--- src/rtl/psram_access_arbiter_if.sv ---
// ----------------------------------------------------------------------------
// psram_access_arbiter_if
//   Bundles every handshake/bus signal around the PSRAM access arbiter.
//   slave  : arbiter side (takes requests, drives grants and PSRAM commands)
//   master : surrounding side (display refill, MCU bus and PSRAM controller)
//   Signal groups:
//     vga_*   display read-burst requester
//     mcu_*   MCU read/write-burst requester
//     psram_* command/data path to the PSRAM controller
// ----------------------------------------------------------------------------
interface psram_access_arbiter_if #(
    parameter int ADDRESS_WIDTH = 24,
    parameter int LENGTH_WIDTH  = 8
);
    logic                     vga_req;
    logic [ADDRESS_WIDTH-1:0] vga_address;
    logic [LENGTH_WIDTH-1:0]  vga_length;
    logic                     vga_grant;
    logic [7:0]               vga_rdata;
    logic                     vga_rdata_valid;
    logic                     vga_done;

    logic                     mcu_req;
    logic                     mcu_rw;
    logic [ADDRESS_WIDTH-1:0] mcu_address;
    logic [LENGTH_WIDTH-1:0]  mcu_length;
    logic [7:0]               mcu_wdata;
    logic                     mcu_wdata_ready;
    logic                     mcu_grant;
    logic [7:0]               mcu_rdata;
    logic                     mcu_rdata_valid;
    logic                     mcu_done;

    logic                     psram_start;
    logic                     psram_rw;
    logic [ADDRESS_WIDTH-1:0] psram_address;
    logic [7:0]               psram_wdata;
    logic [7:0]               psram_rdata;
    logic                     psram_byte_strobe;
    logic                     psram_busy;

    modport slave (
        input  vga_req, vga_address, vga_length,
        output vga_grant, vga_rdata, vga_rdata_valid, vga_done,
        input  mcu_req, mcu_rw, mcu_address, mcu_length, mcu_wdata,
        output mcu_wdata_ready, mcu_grant, mcu_rdata, mcu_rdata_valid, mcu_done,
        output psram_start, psram_rw, psram_address, psram_wdata,
        input  psram_rdata, psram_byte_strobe, psram_busy
    );

    modport master (
        output vga_req, vga_address, vga_length,
        input  vga_grant, vga_rdata, vga_rdata_valid, vga_done,
        output mcu_req, mcu_rw, mcu_address, mcu_length, mcu_wdata,
        input  mcu_wdata_ready, mcu_grant, mcu_rdata, mcu_rdata_valid, mcu_done,
        input  psram_start, psram_rw, psram_address, psram_wdata,
        output psram_rdata, psram_byte_strobe, psram_busy
    );
endinterface

--- src/rtl/psram_access_arbiter.sv ---
// ----------------------------------------------------------------------------
// psram_access_arbiter
//   Shares one PSRAM controller between the display refill path (read bursts)
//   and the MCU command path (read or write bursts). One burst at a time:
//   IDLE -> START (psram_start pulse) -> XFER (count length+1 byte strobes)
//   -> DRAIN (wait for controller idle) -> IDLE (owner's done pulse).
//   The display wins by default; an MCU request that has waited
//   MAX_MCU_WAIT cycles is forced through at the next arbitration.
//   Ports:
//     system_clock  single clock
//     reset         synchronous, active-high
//     bus           psram_access_arbiter_if.slave (requesters + PSRAM side)
// ----------------------------------------------------------------------------
module psram_access_arbiter #(
    parameter int ADDRESS_WIDTH = 24,
    parameter int LENGTH_WIDTH  = 8,
    parameter int MAX_MCU_WAIT  = 64
) (
    input  logic                         system_clock,
    input  logic                         reset,
    psram_access_arbiter_if.slave        bus
);
    localparam int WAIT_WIDTH = $clog2(MAX_MCU_WAIT + 1);

    typedef enum logic [1:0] {IDLE, START, XFER, DRAIN} state_t;

    state_t                   state, state_next;
    logic [LENGTH_WIDTH-1:0]  byte_count, length_q;
    logic [WAIT_WIDTH-1:0]    wait_count;
    logic [ADDRESS_WIDTH-1:0] address_q;
    logic                     rw_q;
    logic                     vga_grant_q, mcu_grant_q;
    logic                     vga_done_q, mcu_done_q;

    logic pick_vga, pick_mcu;
    logic strobe_in_xfer, last_byte, mcu_starved, done_cycle, mcu_write;

    // The done pulse marks the first IDLE cycle after a burst; requests are
    // not looked at then, which guarantees one idle cycle between bursts.
    assign done_cycle  = vga_done_q | mcu_done_q;
    assign mcu_starved = bus.mcu_req && (wait_count == WAIT_WIDTH'(MAX_MCU_WAIT));

    always_comb begin
        // NOTE: every signal written here gets a default first, so no path
        // leaves one unassigned and no latch is inferred.
        state_next     = state;
        pick_vga       = 1'b0;
        pick_mcu       = 1'b0;
        strobe_in_xfer = (state == XFER) && bus.psram_byte_strobe;
        last_byte      = strobe_in_xfer && (byte_count == length_q);
        case (state)
            IDLE: begin
                if (!done_cycle) begin
                    if (mcu_starved)      pick_mcu = 1'b1;
                    else if (bus.vga_req) pick_vga = 1'b1;
                    else if (bus.mcu_req) pick_mcu = 1'b1;
                end
                if (pick_vga || pick_mcu) state_next = START;
            end
            START:   state_next = XFER;
            XFER:    if (last_byte) state_next = DRAIN;
            DRAIN:   if (!bus.psram_busy) state_next = IDLE;
            default: state_next = IDLE;
        endcase
    end

    always_ff @(posedge system_clock) begin
        // NOTE: non-blocking assignments for all state, so every update below
        // sees the values from before this clock edge regardless of order.
        if (reset) begin
            state       <= IDLE;
            byte_count  <= '0;
            length_q    <= '0;
            wait_count  <= '0;
            address_q   <= '0;
            rw_q        <= 1'b0;
            vga_grant_q <= 1'b0;
            mcu_grant_q <= 1'b0;
            vga_done_q  <= 1'b0;
            mcu_done_q  <= 1'b0;
        end else begin
            state      <= state_next;
            vga_done_q <= 1'b0;
            mcu_done_q <= 1'b0;

            if (pick_vga || pick_mcu) begin
                vga_grant_q <= pick_vga;
                mcu_grant_q <= pick_mcu;
                rw_q        <= pick_mcu && bus.mcu_rw;    // display never writes
                address_q   <= pick_mcu ? bus.mcu_address : bus.vga_address;
                length_q    <= pick_mcu ? bus.mcu_length  : bus.vga_length;
                byte_count  <= '0;
            end

            // Wraps back to zero only on the final byte, so an all-ones
            // length moves 2^LENGTH_WIDTH bytes.
            if (strobe_in_xfer) byte_count <= last_byte ? '0 : byte_count + 1'b1;

            if (state == DRAIN && !bus.psram_busy) begin
                vga_done_q  <= vga_grant_q;
                mcu_done_q  <= mcu_grant_q;
                vga_grant_q <= 1'b0;
                mcu_grant_q <= 1'b0;
            end

            if (pick_mcu)
                wait_count <= '0;
            else if (bus.mcu_req && !mcu_grant_q &&
                     wait_count != WAIT_WIDTH'(MAX_MCU_WAIT))
                wait_count <= wait_count + 1'b1;
        end
    end

    assign mcu_write = mcu_grant_q && rw_q;

    assign bus.vga_grant       = vga_grant_q;
    assign bus.mcu_grant       = mcu_grant_q;
    assign bus.vga_done        = vga_done_q;
    assign bus.mcu_done        = mcu_done_q;
    assign bus.psram_start     = (state == START);
    assign bus.psram_rw        = rw_q;
    assign bus.psram_address   = address_q;
    assign bus.psram_wdata     = mcu_write ? bus.mcu_wdata : 8'h00;
    assign bus.mcu_wdata_ready = strobe_in_xfer && mcu_write;
    assign bus.vga_rdata_valid = strobe_in_xfer && vga_grant_q;
    assign bus.mcu_rdata_valid = strobe_in_xfer && mcu_grant_q && !rw_q;
    assign bus.vga_rdata       = bus.vga_rdata_valid ? bus.psram_rdata : 8'h00;
    assign bus.mcu_rdata       = bus.mcu_rdata_valid ? bus.psram_rdata : 8'h00;
endmodule
--- src/flat_wrapper.sv ---
// flat-port wrapper written by rule: the top's interface ports become plain ports
module psram_access_arbiter_flat 
#(
    parameter int ADDRESS_WIDTH = 24,
    parameter int LENGTH_WIDTH  = 8,
    parameter int MAX_MCU_WAIT  = 64
)
  (system_clock, reset, bus_vga_req, bus_vga_address, bus_vga_length, bus_vga_grant, bus_vga_rdata, bus_vga_rdata_valid, bus_vga_done, bus_mcu_req, bus_mcu_rw, bus_mcu_address, bus_mcu_length, bus_mcu_wdata, bus_mcu_wdata_ready, bus_mcu_grant, bus_mcu_rdata, bus_mcu_rdata_valid, bus_mcu_done, bus_psram_start, bus_psram_rw, bus_psram_address, bus_psram_wdata, bus_psram_rdata, bus_psram_byte_strobe, bus_psram_busy);
  psram_access_arbiter_if #(.ADDRESS_WIDTH(ADDRESS_WIDTH), .LENGTH_WIDTH(LENGTH_WIDTH)) bus_i ();
  input  logic system_clock;
  input  logic reset;
  input wire logic [$bits(bus_i.vga_req)-1:0] bus_vga_req;
  input wire logic [$bits(bus_i.vga_address)-1:0] bus_vga_address;
  input wire logic [$bits(bus_i.vga_length)-1:0] bus_vga_length;
  output wire logic [$bits(bus_i.vga_grant)-1:0] bus_vga_grant;
  output wire logic [$bits(bus_i.vga_rdata)-1:0] bus_vga_rdata;
  output wire logic [$bits(bus_i.vga_rdata_valid)-1:0] bus_vga_rdata_valid;
  output wire logic [$bits(bus_i.vga_done)-1:0] bus_vga_done;
  input wire logic [$bits(bus_i.mcu_req)-1:0] bus_mcu_req;
  input wire logic [$bits(bus_i.mcu_rw)-1:0] bus_mcu_rw;
  input wire logic [$bits(bus_i.mcu_address)-1:0] bus_mcu_address;
  input wire logic [$bits(bus_i.mcu_length)-1:0] bus_mcu_length;
  input wire logic [$bits(bus_i.mcu_wdata)-1:0] bus_mcu_wdata;
  output wire logic [$bits(bus_i.mcu_wdata_ready)-1:0] bus_mcu_wdata_ready;
  output wire logic [$bits(bus_i.mcu_grant)-1:0] bus_mcu_grant;
  output wire logic [$bits(bus_i.mcu_rdata)-1:0] bus_mcu_rdata;
  output wire logic [$bits(bus_i.mcu_rdata_valid)-1:0] bus_mcu_rdata_valid;
  output wire logic [$bits(bus_i.mcu_done)-1:0] bus_mcu_done;
  output wire logic [$bits(bus_i.psram_start)-1:0] bus_psram_start;
  output wire logic [$bits(bus_i.psram_rw)-1:0] bus_psram_rw;
  output wire logic [$bits(bus_i.psram_address)-1:0] bus_psram_address;
  output wire logic [$bits(bus_i.psram_wdata)-1:0] bus_psram_wdata;
  input wire logic [$bits(bus_i.psram_rdata)-1:0] bus_psram_rdata;
  input wire logic [$bits(bus_i.psram_byte_strobe)-1:0] bus_psram_byte_strobe;
  input wire logic [$bits(bus_i.psram_busy)-1:0] bus_psram_busy;
  assign bus_i.vga_req = bus_vga_req;
  assign bus_i.vga_address = bus_vga_address;
  assign bus_i.vga_length = bus_vga_length;
  assign bus_vga_grant = bus_i.vga_grant;
  assign bus_vga_rdata = bus_i.vga_rdata;
  assign bus_vga_rdata_valid = bus_i.vga_rdata_valid;
  assign bus_vga_done = bus_i.vga_done;
  assign bus_i.mcu_req = bus_mcu_req;
  assign bus_i.mcu_rw = bus_mcu_rw;
  assign bus_i.mcu_address = bus_mcu_address;
  assign bus_i.mcu_length = bus_mcu_length;
  assign bus_i.mcu_wdata = bus_mcu_wdata;
  assign bus_mcu_wdata_ready = bus_i.mcu_wdata_ready;
  assign bus_mcu_grant = bus_i.mcu_grant;
  assign bus_mcu_rdata = bus_i.mcu_rdata;
  assign bus_mcu_rdata_valid = bus_i.mcu_rdata_valid;
  assign bus_mcu_done = bus_i.mcu_done;
  assign bus_psram_start = bus_i.psram_start;
  assign bus_psram_rw = bus_i.psram_rw;
  assign bus_psram_address = bus_i.psram_address;
  assign bus_psram_wdata = bus_i.psram_wdata;
  assign bus_i.psram_rdata = bus_psram_rdata;
  assign bus_i.psram_byte_strobe = bus_psram_byte_strobe;
  assign bus_i.psram_busy = bus_psram_busy;
  psram_access_arbiter #(.ADDRESS_WIDTH(ADDRESS_WIDTH), .LENGTH_WIDTH(LENGTH_WIDTH), .MAX_MCU_WAIT(MAX_MCU_WAIT)) u_core (.system_clock(system_clock), .reset(reset), .bus(bus_i));
endmodule
--- config.mk ---
export PLATFORM = sky130hd
export DESIGN_NAME = psram_access_arbiter_flat
export DESIGN_NICKNAME = d
export VERILOG_FILES = /design/src/rtl/psram_access_arbiter_if.sv /design/src/rtl/psram_access_arbiter.sv /design/src/flat_wrapper.sv
export SDC_FILE = /design/constraint.sdc
export NUM_CORES = 1
export LEC_CHECK = 0
export CAP_MARGIN = 25
export CORE_MARGIN = 10
export CORE_UTILIZATION = 41
export CTS_BUF_LIST = sky130_fd_sc_hd__clkbuf_4 sky130_fd_sc_hd__clkbuf_8
export DETAILED_ROUTE_END_ITERATION = 7
export GPL_TIMING_DRIVEN = 0
export PLACE_DENSITY = 0.89
export SETUP_SLACK_MARGIN = 0.2
export SKIP_LAST_GASP = 1
export SYNTH_ARGS = -nofsm -noshare
export SYNTH_HDL_FRONTEND = slang
export SYNTH_SLANG_ARGS = --single-unit
--- constraint.sdc ---
create_clock -name system_clock -period 2.4 [get_ports system_clock]
set_clock_uncertainty 0.05 [all_clocks]
set_input_delay 0.36 -clock system_clock [delete_from_list [all_inputs] [get_ports system_clock]]
set_output_delay 0.36 -clock system_clock [all_outputs]
set_load 0.02 [all_outputs]
Word level (Yosys, flattened, before mapping)
Index checks and enable logic that the tools add are counted.
{ "op_classes": {"add_sub_neg": 2, "n_eq_ne": 9, "mux": 23, "n_bitwise": 2, "reduce_logical": 23} }
{ "ops": {"columns": ["op", "count"], "rows": [
  ["2-to-1 mux 8 bit", 7],
  ["2-to-1 mux 24 bit", 1],
  ["logical AND 1 bit", 12],
  ["2-to-1 mux 1 bit", 11],
  ["adder 8 x 1 -> 8 bit (second input constant)", 1],
  ["equality test 8 bit", 1],
  ["case mux 2 bit (4 select lines)", 1],
  ["adder 7 x 1 -> 7 bit (second input constant)", 1],
  ["equality test 7 bit (second input constant)", 1],
  ["!= test 7 bit (second input constant)", 1],
  ["2-to-1 mux 2 bit", 3],
  ["OR reduction 2 bit", 3],
  ["equality test 2 bit (second input constant)", 2],
  ["!= test 2 x 1 -> 1 bit (second input constant)", 2],
  ["zero test 1 bit", 3],
  ["AND reduction 3 bit", 1],
  ["equality test 2 x 1 -> 1 bit (second input constant)", 1],
  ["zero test 2 bit", 1],
  ["logical OR 1 bit", 2],
  ["!= test 2 bit (second input constant)", 1],
  ["nonzero test 2 bit", 1],
  ["NOT 1 bit", 1],
  ["OR 1 bit", 1]
]} }
{ "totals": {"regBits": 54, "inputBits": 87, "elab_cells": 69} }

Longest topological paths before layout
{ "logic_depth": {"depth_word": 9, "depth_mapped": 8} }

Worst setup path before layout
OpenSTA, ideal clock, no wires.
{ "synth_timing": {"kind": "reg2out", "startpoint": "reg u_core.state[0]", "endpoint": "out bus_mcu_rdata[0]", "arrival_ps": 1887, "required_time_ps": 1990, "path_slack_ps": 103, "path_stages_with_launch": 6, "path_cell_list": "dfxtp_1 inv_1 ha_1 nand2_1 nor3b_1 and2_1"} }
{ "synth_via": {"elab_chain_len": 5} }
{ "synth_lines": {"columns": ["element", "line", "rtl"], "rows": [
  ["start, declared", "psram_access_arbiter.sv:27", "state_t state, state_next;"],
  ["start signal, assigned", "psram_access_arbiter.sv:82", "state <= state_next;"],
  ["equality test 2 bit", "psram_access_arbiter.sv:49", "strobe_in_xfer = (state == XFER) && bus.psram_byte_strobe;"],
  ["logical AND 1 bit", "psram_access_arbiter.sv:49", null],
  ["logical AND 1 bit (2 in a row)", "psram_access_arbiter.sv:126", "assign bus.mcu_rdata_valid = strobe_in_xfer && mcu_grant_q && !rw_q;"],
  ["named net bus_mcu_rdata_valid", "flat_wrapper.sv:27", "output wire logic [$bits(bus_i.mcu_rdata_valid)-1:0] bus_mcu_rdata_valid;"],
  ["2-to-1 mux 8 bit", "psram_access_arbiter.sv:128", "assign bus.mcu_rdata = bus.mcu_rdata_valid ? bus.psram_rdata : 8'h00;"],
  ["end, declared", "flat_wrapper.sv:26", "output wire logic [$bits(bus_i.mcu_rdata)-1:0] bus_mcu_rdata;"]
]} }
The timed path passes the listed nets, and every way through them passes these cells.

Worst setup path in the final report
{ "layout_timing": {"startpoint": "in bus_psram_byte_strobe", "endpoint": "out bus_mcu_rdata[7]"} }
{ "layout_via": {"elab_chain_len": 4} }
{ "layout_lines": {"columns": ["element", "line", "rtl"], "rows": [
  ["start, declared", "flat_wrapper.sv:34", "input wire logic [$bits(bus_i.psram_byte_strobe)-1:0] bus_psram_byte_strobe;"],
  ["logical AND 1 bit", "psram_access_arbiter.sv:49", null],
  ["logical AND 1 bit (2 in a row)", "psram_access_arbiter.sv:126", null],
  ["2-to-1 mux 8 bit", "psram_access_arbiter.sv:128", null]
]} }
Every way passes these cells.

==> results.md <==
* Status: complete, no violations
* Commonest non-fill, non-tap cells in the layout: 121 x clkdlybuf4s50_1, 70 x nor2_1, 51 x dfxtp_1
* Critical Path RT at 1.99 ns
* EDFF count, synth at 0
* Final Instance Area at between 4000 and 5000 um2
* Ant. Diodes at 0
* Syn Inst Count at 351
* Clk_lat worst skew at 0.31 ns
* Worst setup margin at 0.253 ns
* Area delta synth->final at 59.9%
* VDD IR max at between 0.5 and 0.6 mV
* Critical path's top delay family: buffers and inverters
* First-pass iteration count of the detailed router at 4
* Slowest CP cell: clkdlybuf4s50_1
* Fillcell total at 551
* First-pass GRT wire length at between 15000 and 20000 um
* Chip width at about 100 um
* Rel. slew slack at 54.6%
* Placed Area at 4270 um2
* Buffer and inverter count on the worst path at 2
* Crit end category: output pin
* Pwr per Cell Area at 828 nW/um2
* Port Buffers at between 100 and 150
* DR WL/cell at approximately 17 um
* Sw Ratio at 40.3%
* CTS root buf: clkbuf_8
* Final nets at 597
* Worst-margin pin slew at 0.675 ns
* Comb pwr share at about half
* Routed via count at 3083
* Routed Antenna Nets at 0
* Clk slew on worst S/H paths at 0.09 ns
* Max-slew violations at 0
* CTS H-tree lvls at 2
* Share of layout cells above drive strength 1 at 10.9%
* Clock sink count at 54
* Worst Hold Slack at 0.450 ns
* FFs w/ async S/R, synth at 0%
* Worst EP arrival at 1.74 ns
* CP max FO at 6
* Commonest non-fill, non-tap cell in the layout: clkdlybuf4s50_1
* # DRC at 0
* Distinct cells, synth at 40
* DR iter-0 viols at 107
* RePlAce Congestion at 0.861
* Row cnt at 29
* Ys flop type: dfxtp_1
* Vias in the first global route at approximately 3.2k
* Syn nets at around 450
* Register bit count reported by yosys at 54
* Worst-path cell chain: clkdlybuf4s50_1 > nand2_4 > nor3b_4 > and2_1 > clkdlybuf4s15_2
* Pwr Total at between 3 and 4 mW
* Seq/Total Area, Yosys at 39.5%
* GRT Total Usage at 18.5%
* F_max at 466 MHz
* Post-Syn Area at around 2700 um2
* Vias per cell at ~5.3
* Largest stage delay on the critical path at about 0.6 ns
* Pleak at approximately 1.8 nW
* Synth warn at 0
* Psw at 1.46 mW
* Initial Util at 42.6%
* Post-Syn Area per Cell at ~8 um2
* Crit path time final at roughly 2.1 ns
* FF/Latch Area at 1080 um2
* CTS Buf Count at 5
* # Max-Cap Violations at 0
* Clk network pwr share at around 14%
* Area of the multi-input gates at 1610 um2
* Final WL at approximately 10000 um
* Critical Path Start Type: primary input
* CTS tree: done
* I/O pins at 144
* Sequential power share at 36.5%
* Die area at around 10000 um2
* # setup viols final at 0
* Grt ovf at 0
* Pre-CTS WS at -0.299 ns
* Hold Vio Cnt, Final at 0
* Antenna violations before repair at 0
* Largest net degree at the start of global routing at 17
* HPWL after DPL at 7930 um
* Clk buf depth at 2
* HP Class: reg2reg
* RSZ-0062 raised after global routing: true
* Cell Int Power at 2.16 mW
* WS Path Type: in2out
* Final period utilization at 89.5%
* DIE HEIGHT at 102 um
* Core Box Area at 6420 um2
synth_stat cells (2+ instances only):
cell | count | area, um2
clkbuf_1 | 17 | 63.8
ha_1 | 8 | 100
nor2b_1 | 3 | 18.8
nor3_1 | 43 | 215
a21oi_1 | 7 | 35.0
and2_1 | 18 | 113
o311ai_0 | 2 | 17.5
xnor2_1 | 2 | 17.5
nand3_1 | 12 | 60.1
and3_1 | 13 | 81.3
buf_4 | 3 | 22.5
nor3b_1 | 2 | 15.0
nor4_2 | 2 | 25.0
o21ai_0 | 6 | 30.0
inv_1 | 5 | 18.8
nor4_1 | 31 | 194
xor2_1 | 14 | 123
nor2_1 | 70 | 263
dfxtp_1 | 54 | 1080
nand2_1 | 19 | 71.3
sequential cells by signal, summed over array words and instances (netlist names):
register                  cells
u_core.bus.psram_address     24
u_core.byte_count             8
u_core.length_q               8
u_core.wait_count             7
u_core.state                  2
u_core.bus.mcu_done           1
u_core.bus.mcu_grant          1
u_core.bus.psram_rw           1
u_core.bus.vga_done           1
u_core.bus.vga_grant          1
worst min-delay path, stage by stage (launching register included):
cell,delay [ns]
dfxtp_1,0.32
nor2_1,0.10
nor4_1,0.05
repair_timing:
item / in CTS / in global routing
gates cloned: 1 / 0
pin swaps: 1 / 1
setup endpoints to repair: 61 / 55
setup buffers: 0 / 0
gates resized for setup: 49 / 45
hold buffers: 0 / 0
final timing paths:
| path | depth (start not counted) | slack (ns) | to | from |
|---|---|---|---|---|
| setup / recovery | 5 | 0.25 | bus_mcu_rdata[7] | bus_psram_byte_strobe |
| hold / removal | 2 | 0.45 | u_core.bus.psram_address[7] | u_core.bus.psram_address[7] |
| setup reg to reg | 8 | 0.37 | u_core.bus.psram_address[14] | u_core.state[1] |
| hold reg to reg | 2 | 0.45 | u_core.bus.psram_address[7] | u_core.bus.psram_address[7] |
logic make-up after synthesis:
| family | count (synthesis) | share of synthesized area (%) |
|---|---|---|
| flops | 54 | 39.5 |
| compound gates | 26 | 6.13 |
| buf+inv | 27 | 4.44 |
| xor+xnor | 16 | 5.12 |
| fa+ha+maj | 8 | 3.66 |
| simple gates | 220 | 41.1 |
power by group through the flow:
| stage | clock network [mW] | registers (mW) | logic (mW) |
|---|---|---|---|
| 5_1_grt | 0.575 | 1.35 | 1.94 |
| 2_1_floorplan | 0 | 1.51 | 0.758 |
| 6_report | 0.522 | 1.32 | 1.78 |
| 4_1_cts | 0.538 | 1.32 | 1.75 |
| 3_5_place_dp | 0 | 1.33 | 1.72 |
| 3_3_place_gp | 0 | 1.31 | 1.68 |
layer usage:
metal / vias up / share of wire, % / wire [um] / GRT usage, %
met2: 130 / 49 / 4930 / 32.8
met4: 0 / 0.99 / 99 / 4.29
met5: - / 0 / 0 / 0
met1: 1420 / 40 / 3980 / 19.8
met3: 9 / 10 / 1030 / 8.10
li1: 1524 / - / - / -
per-stage QoR:
step	util, %	cells	setup TNS, ns
after detailed placement	66.5	571	-3.14
after CTS	68.3	580	0
after floorplan	-	351	0
after global routing	68.1	580	0
after global placement	66.5	571	-2.65
final	68.1	580	0
final cells by class:
cell class | count | share of cell area [%]
inverters | 5 | 0.429
flip-flops and latches | 54 | 24.8
well taps | 77 | 2.20
repair buffers | 143 | 30.9
multi-input cells | 271 | 36.9
clock buffers | 6 | 1.74
plain buffers | 22 | 2.69
clock inverters | 2 | 0.315
(Power assumes the default switching activity.)
